**src/rtl/button_pulser_pkg.sv**
```systemverilog
// Shared state encoding and sizing helper for the button pulser channels.
package button_pulser_pkg;

   typedef enum logic [1:0] {
      ST_IDLE     = 2'b00,
      ST_FIRE     = 2'b01,
      ST_HOLD     = 2'b11,
      ST_WAIT_REL = 2'b10
   } state_t;

   // Bits needed for a counter that must reach max_val (at least one bit).
   function automatic int cnt_w(input int max_val);
      return (max_val < 2) ? 1 : $clog2(max_val + 1);
   endfunction

endpackage

```
**src/rtl/button_pulser_ch.sv**
```systemverilog
// One button channel: two-flop synchroniser, debouncer and press/repeat FSM.
module button_pulser_ch
   import button_pulser_pkg::*;
#(
   parameter bit ACTIVE_LOW      = 1'b1,
   parameter int DEBOUNCE_CYCLES = 1000,
   parameter bit REPEAT_EN       = 1'b0,
   parameter int REPEAT_DELAY    = 50_000_000,
   parameter int REPEAT_PERIOD   = 10_000_000
) (
   input  logic clk,
   input  logic rst,
   input  logic btn,
   input  logic ch_en,
   output logic pulse,
   output logic held
);

   localparam logic INACTIVE = ACTIVE_LOW ? 1'b1 : 1'b0;
   localparam int   DB_W     = cnt_w(DEBOUNCE_CYCLES - 1);
   localparam int   HOLD_MAX = ((REPEAT_DELAY > REPEAT_PERIOD) ? REPEAT_DELAY : REPEAT_PERIOD) - 2;
   localparam int   HC_W     = cnt_w(HOLD_MAX);

   localparam logic [DB_W-1:0] DB_LAST     = DB_W'(DEBOUNCE_CYCLES - 1);
   localparam logic [HC_W-1:0] DELAY_LAST  = HC_W'(REPEAT_DELAY - 2);
   localparam logic [HC_W-1:0] PERIOD_LAST = HC_W'(REPEAT_PERIOD - 2);

   logic            s1, s2;
   logic            db;
   logic [DB_W-1:0] cnt;
   logic            p;
   state_t          st;
   logic            rep;
   logic [HC_W-1:0] hcnt;

   always_ff @(posedge clk) begin
      if (!rst) begin
         s1 <= INACTIVE;
         s2 <= INACTIVE;
      end else begin
         s1 <= btn;
         s2 <= s1;
      end
   end

   // Any sample matching the stable level restarts the run, so short glitches vanish.
   always_ff @(posedge clk) begin
      if (!rst) begin
         db  <= INACTIVE;
         cnt <= '0;
      end else if (s2 == db) begin
         cnt <= '0;
      end else if (cnt == DB_LAST) begin
         db  <= s2;
         cnt <= '0;
      end else begin
         cnt <= cnt + 1'b1;
      end
   end

   assign p = ACTIVE_LOW ? ~db : db;

   always_ff @(posedge clk) begin
      if (!rst) begin
         st   <= ST_IDLE;
         rep  <= 1'b0;
         hcnt <= '0;
      end else begin
         case (st)
            ST_IDLE: begin
               if (!ch_en)  st <= ST_WAIT_REL;
               else if (p)  st <= ST_FIRE;
            end
            ST_FIRE: begin
               if (!ch_en) begin
                  st <= ST_WAIT_REL;
               end else if (p) begin
                  st   <= ST_HOLD;
                  hcnt <= '0;
               end else begin
                  st  <= ST_IDLE;
                  rep <= 1'b0;
               end
            end
            ST_HOLD: begin
               // hcnt only advances with repeat enabled, so it can never wrap on a long hold.
               if (!ch_en) begin
                  st <= ST_WAIT_REL;
               end else if (!p) begin
                  st  <= ST_IDLE;
                  rep <= 1'b0;
               end else if (REPEAT_EN && (hcnt == (rep ? PERIOD_LAST : DELAY_LAST))) begin
                  st  <= ST_FIRE;
                  rep <= 1'b1;
               end else if (REPEAT_EN) begin
                  hcnt <= hcnt + 1'b1;
               end
            end
            ST_WAIT_REL: begin
               if (ch_en && !p) st <= ST_IDLE;
            end
            default: st <= ST_IDLE;
         endcase
      end
   end

   assign pulse = (st == ST_FIRE);
   assign held  = p;

endmodule

```
**src/rtl/button_pulser_array.sv**
```systemverilog
// N independent button channels; pulse_any flags a pulse on any of them.
module button_pulser_array #(
   parameter int N_CH            = 4,
   parameter bit ACTIVE_LOW      = 1'b1,
   parameter int DEBOUNCE_CYCLES = 1000,
   parameter bit REPEAT_EN       = 1'b0,
   parameter int REPEAT_DELAY    = 50_000_000,
   parameter int REPEAT_PERIOD   = 10_000_000
) (
   input  logic            clk,
   input  logic            rst,
   input  logic [N_CH-1:0] btn,
   input  logic [N_CH-1:0] ch_en,
   output logic [N_CH-1:0] pulse,
   output logic [N_CH-1:0] held,
   output logic            pulse_any
);

   for (genvar g = 0; g < N_CH; g++) begin : g_ch
      button_pulser_ch #(
         .ACTIVE_LOW      (ACTIVE_LOW),
         .DEBOUNCE_CYCLES (DEBOUNCE_CYCLES),
         .REPEAT_EN       (REPEAT_EN),
         .REPEAT_DELAY    (REPEAT_DELAY),
         .REPEAT_PERIOD   (REPEAT_PERIOD)
      ) u_ch (
         .clk   (clk),
         .rst   (rst),
         .btn   (btn[g]),
         .ch_en (ch_en[g]),
         .pulse (pulse[g]),
         .held  (held[g])
      );
   end

   assign pulse_any = |pulse;

endmodule

```
**config.mk**
```make
export PLATFORM = sky130hd
export DESIGN_NAME = button_pulser_array
export DESIGN_NICKNAME = d
export VERILOG_FILES = /design/src/rtl/button_pulser_pkg.sv /design/src/rtl/button_pulser_ch.sv /design/src/rtl/button_pulser_array.sv
export SDC_FILE = /design/constraint.sdc
export NUM_CORES = 1
export LEC_CHECK = 0
export BUFFER_PORTS_ARGS = -buffer_cell sky130_fd_sc_hd__buf_2
export CAP_MARGIN = 25
export CORE_MARGIN = 2
export CORE_UTILIZATION = 45
export CTS_CLUSTER_DIAMETER = 80
export CTS_CLUSTER_SIZE = 14
export DETAILED_ROUTE_END_ITERATION = 8
export PLACE_DENSITY_LB_ADDON = 0.2
export SKIP_LAST_GASP = 1
export SYNTH_ARGS = -nofsm -noshare
export SYNTH_HDL_FRONTEND = slang
export SYNTH_SLANG_ARGS = --single-unit
```
**constraint.sdc**
```tcl
create_clock -name clk -period 1.6 [get_ports clk]
set_input_delay 0.32 -clock clk [delete_from_list [all_inputs] [get_ports clk]]
set_output_delay 0.32 -clock clk [all_outputs]
set_load 0.005 [all_outputs]
```
== After elaboration in Yosys (flattened, before gate mapping) ==
Index checks and enable logic that the tools add are counted.
Storage, ports and cells
  bits in registers: 60
  input port bits: 10
  word-level logic and storage cells: 118
Operators by class
  add/subtract/negate cells: 4
  equal/unequal tests: 32
  multiplexer cells: 32
  bitwise logic cells: 9
  reductions and logical operators: 21
Operators by type and width (number)
  two-way mux 2 bit: 28
  adder 10 x 1 -> 10 bit (second input constant): 4
  equality test 10 bit (second input constant): 4
  one-hot mux 2 bit (4 select lines): 4
  equality test 2 bit (second input constant): 8
  != test 3 x 2 -> 1 bit (second input constant): 4
  != test 3 bit (second input constant): 4
  AND reduction 3 bit: 4
  OR reduction 3 bit: 4
  NOT 1 bit: 9
  equality test 2 x 1 -> 1 bit (second input constant): 4
  logical NOT 2 bit: 4
  != test 2 x 1 -> 1 bit (second input constant): 4
  AND reduction 2 bit: 4
  equality test 1 bit: 4
  logical AND 1 bit: 4
  OR reduction 4 bit: 1

== Depth between registers and ports, before layout ==
  depth after elaboration: 3
  depth in mapped cells: 5
  mapped depth without buffers: 5

== By module ==
From an unflattened synthesis, not the netlist that was laid out.
Unflattened totals
  cells, all modules: 273
  area total of the unflattened synthesis: 2612.5 sq um
By module, submodules not included
  button_pulser_ch at g_ch[0].u_ch ...: instances 3, cells an instance 68, area each 655.6 sq um, seq. area each 300.3 sq um
  button_pulser_ch at g_ch[3].u_ch: instances 1, cells an instance 68, area each 638.1 sq um, seq. area each 300.3 sq um
  button_pulser_array: instances 1, cells an instance 1, area each 7.5 sq um, seq. area each 0.0 sq um

== Least setup slack after synthesis ==
OpenSTA, ideal clock, no wires.
  kind: register to register
  start: reg g_ch[3].u_ch.cnt[0]
  end: reg g_ch[3].u_ch.db
  library setup time: 127 ps
  arrival time: 1358 ps
  slack: 115 ps
  stages on the path, launching flop included: 6
  buffers on the path: 0
  period minus slack after synthesis: 1485 ps
  path through: dfxtp_1 -> ha_1 -> and4bb_1 -> or3b_4 -> mux2i_1 -> nand2_1
Between the ends
  word-level cells in the longest chain between the ends: 2
Ends and longest elaborated chain
  start: declaration: RTL line button_pulser_ch.sv:30  | logic [DB_W-1:0] cnt;
  start signal: assignment: RTL line button_pulser_ch.sv:57  | cnt <= cnt + 1'b1;
  equality test 10 bit: RTL line button_pulser_ch.sv:53  | end else if (cnt == DB_LAST) begin
  AND reduction 2 bit (no source line)
  end signal: assignment: RTL line button_pulser_ch.sv:49  | db <= INACTIVE;
  end signal: assignment: RTL line button_pulser_ch.sv:54  | db <= s2;
  end: declaration: RTL line button_pulser_ch.sv:29  | logic db;
No other way between the ends.
A chain may end at the register's enable or synchronous reset.

== Final worst setup path ==
  start: reg g_ch[0].u_ch.st[0]
  end: out pulse_any
Between the ends
  word-level cells in the longest chain between the ends: 2
Ends and longest elaborated chain
  start: declaration: RTL line button_pulser_ch.sv:32  | state_t st;
  start signal: assignment: RTL line button_pulser_ch.sv:65  | st <= ST_IDLE;
  start signal: assignment: RTL line button_pulser_ch.sv:71  | if (!ch_en) st <= ST_WAIT_REL;
  start signal: assignment: RTL line button_pulser_ch.sv:72  | else if (p) st <= ST_FIRE;
  equality test 2 x 1 -> 1 bit: RTL line button_pulser_ch.sv:107  | assign pulse = (st == ST_FIRE);
  OR reduction 4 bit: RTL line button_pulser_array.sv:36  | assign pulse_any = |pulse;
  end: declaration: RTL line button_pulser_array.sv:16  | output logic pulse_any
No other way between the ends.

==> impl_results.md <==
- Port Buf Inserts: 18
- # H-tree levels: 3
- Synth area leaders: dfxtp_1 (48%), nor2_1 (6.4%), xnor2_1 (4.5%)
- Final period util: 1.07
- Most common cell in the netlist: dfxtp_1
- Crit. End Element: output port
- Met2 GRT Util: 0.224
- GR peak layer: met2
- Sequential Area: approximately 1200 µm²
- Unrepaired setup endpoints after global routing: true
- Setup TNS: -107 ps
- Initial antenna violation count: 0
- Final setup vio count: 1
- First-pass detailed-route iteration total: 4
- Worst-path clk slew: ~60 ps
- Num Clock Sinks: 60
- Diode count: 0
- GP Congestion: ~0.8
- Final cell count without fillers: 388
- Longest Clk Path Bufs: 2
- Clock root buffer: clkbuf_8
- Routing usage on met1: 0.197
- Slew headroom: 0.779
- Final Skew: about 6 ps
- LEAKAGE: ~1.1 nW
- Yosys top cell by area: dfxtp_1
- Pin count of the biggest net entering global routing: 20
- Dominant synthesized flop cell: dfxtp_1
- Post-route worst setup slack: -107 ps
- GRT Overall Usage: 0.152
- Sequential fraction of the synthesis area: 0.478
- Synth Area in Simple Gates: 0.289
- Met3 Use GR: 0.0534
- TritonCTS clock tree: built
- Adder-Cell Fraction of Synth Area: 0.0199
- Fillcell total: between 400 and 500
- Worst Max-Slew Pin Slew: about 330 ps
- I/O Pins: 19
- Via count: 1,872
- Synth cell count leaders: dfxtp_1 (60), nor2_1 (43), nand2_1 (30)
- Mux share of post-synthesis cell area: 0.0119
- Post-CTS Hold Fix Bufs: 0
- Status: finished with violations
- Syn nets: between 200 and 300
- Nature of the critical path startpoint: flip-flop
- Largest family of logic cells by synthesized area: simple AND/OR/NAND/NOR gates
- Multi-input logic area: between 1000 and 1500 µm²
- Max Fclk: between 0.5 and 0.6 GHz
- WP data required: 1280 ps
- # rows: 27
- Final antenna-violating net count: 0
- Warnings from Yosys: 0
- Post-synth top area share: 0.478
- Share of cells above drive strength 1: 0.190
- Global-route wire length before repair: around 7.3 mm
- Routed WL per cell: around 11 µm
- Final core utilization: 0.537
- Syn_area_per_cell: 8.82 µm²
- Cell variety after synth: 35
- MaxCap Viol Count: 0
- Number of synthesized flops with an enable pin: 0
- Synth async-reset ratio: 0
- Nets: 326
- Final Power: approximately 2.8 mW
- Min-Delay Path Class: input port to flip-flop
- Fin. Hold Viols: 0
- DIE WIDTH: just under 80 µm
- Area growth, synth to finish: 16.2%
- Pwr Density: 974 nW/µm²
- Vias in the first global route: about 1,700
- Peak supply drop: 0.560 mV
- Max Fanout on Critical Path: 2
- Post-Synth XOR/XNOR Area: 0.0871
- Post-synthesis register bit count: 60
- Worst-skew pair later-pin latency: ~330 ps
- Min Tclk post-route: 1710 ps
- GR Overflow Total: 0
- Share of the synthesized area in compound gates (AO/OA/AOI/OAI): 0.0687
- DIE HEIGHT: a little under 80 µm
- Initial cell density of the core: 0.462
- Slew Viols, Final: 0
- Drt first-iter violations: 80
- Mapped Cells: 285
- Core box area: roughly 5400 µm²
- Routed WL: ~4.2 mm
- Dpl hpwl: between 2 and 3 mm
- Mapped cell area: approximately 2500 µm²
- Vias per cell: about 4.8
- Critical path class: flip-flop to output port
- Residual DRC: 0
- Violated checks: negative setup slack
- Cells after DPL: roughly 370
- Worst path arrival time: between 1000 and 1500 ps
- Die ar.: just over 6000 µm²
- CTS buffer count: 9
## cells by family after synthesis
logic type	after synthesis
AOI/OAI and AO/OA	25
xor gates and xnor gates	25
adders and majority gates	4
buffers and inverters	23
DFF	60
muxes	3
and+or+nand+nor	145
## worst paths after layout
check / from / slack (ps) / cells after the start / to
worst max-delay path: g_ch[0].u_ch.st[0] / -110 / 3 / pulse_any
worst min register to register: g_ch[0].u_ch.s1 / 410 / 1 / g_ch[0].u_ch.s2
worst max register to register: g_ch[3].u_ch.cnt[0] / 70 / 5 / g_ch[3].u_ch.db
worst min-delay path: btn[2] / 170 / 2 / g_ch[2].u_ch.s1
## cell type report
class / instances / share of cell area
clock inverters: 1 / 0.00171
flip-flops and latches: 60 / 0.414
clock buffers: 14 / 0.0625
repair buffers: 28 / 0.0565
inverters: 11 / 0.0141
multi-input cells: 202 / 0.420
well taps: 72 / 0.0308
## worst max-delay path, stage by stage, from the launching register on
cell and delay (ps):
dfxtp_2 320, nor2b_4 110, or4_1 500, buf_2 140
## where the power goes
group	switching, mW	total [mW]	internal (mW)
registers	0.0115	1.52	1.51
clock network	0.538	1.26	0.721
logic	0.0326	0.0618	0.0293
total	0.582	2.85	2.26
## flip-flops by register name, summed over array words and instances (netlist names)
signal / count
g_ch.u_ch.db: 4
g_ch.u_ch.cnt: 40
g_ch.u_ch.s1: 4
g_ch.u_ch.st: 8
g_ch.u_ch.s2: 4
## layer usage
layer,routed length (µm),up-vias
met1,2230,824
met2,1750,31
met3,163,8
met5,0,-
met4,76,0
li1,-,1009
## timing repair
item,in CTS,in global routing
setup buffers,3,2
setup endpoints to repair,1,2
gates resized for setup,9,7
pin swaps,1,0
## through the flow
step | hold slack, ps | instance area (µm²) | setup WS, ps
floorplan | 386 | 2510 | 115
global placement | 388 | 2660 | 133
detailed placement | 391 | 2660 | 87.7
CTS | 160 | 2890 | -114
global route | 172 | 2920 | -142
finish | 168 | 2920 | -107
## cell usage in the layout (no fill, tap or decap), types with 11 or more instances in the layout
cell type	instances
dfxtp_1	53
nor2_1	43
nand2_1	30
buf_2	18
nand3_1	16
xnor2_1	13
clkbuf_8	13
xor2_1	12
inv_1	11
(Power assumes the default switching activity.)
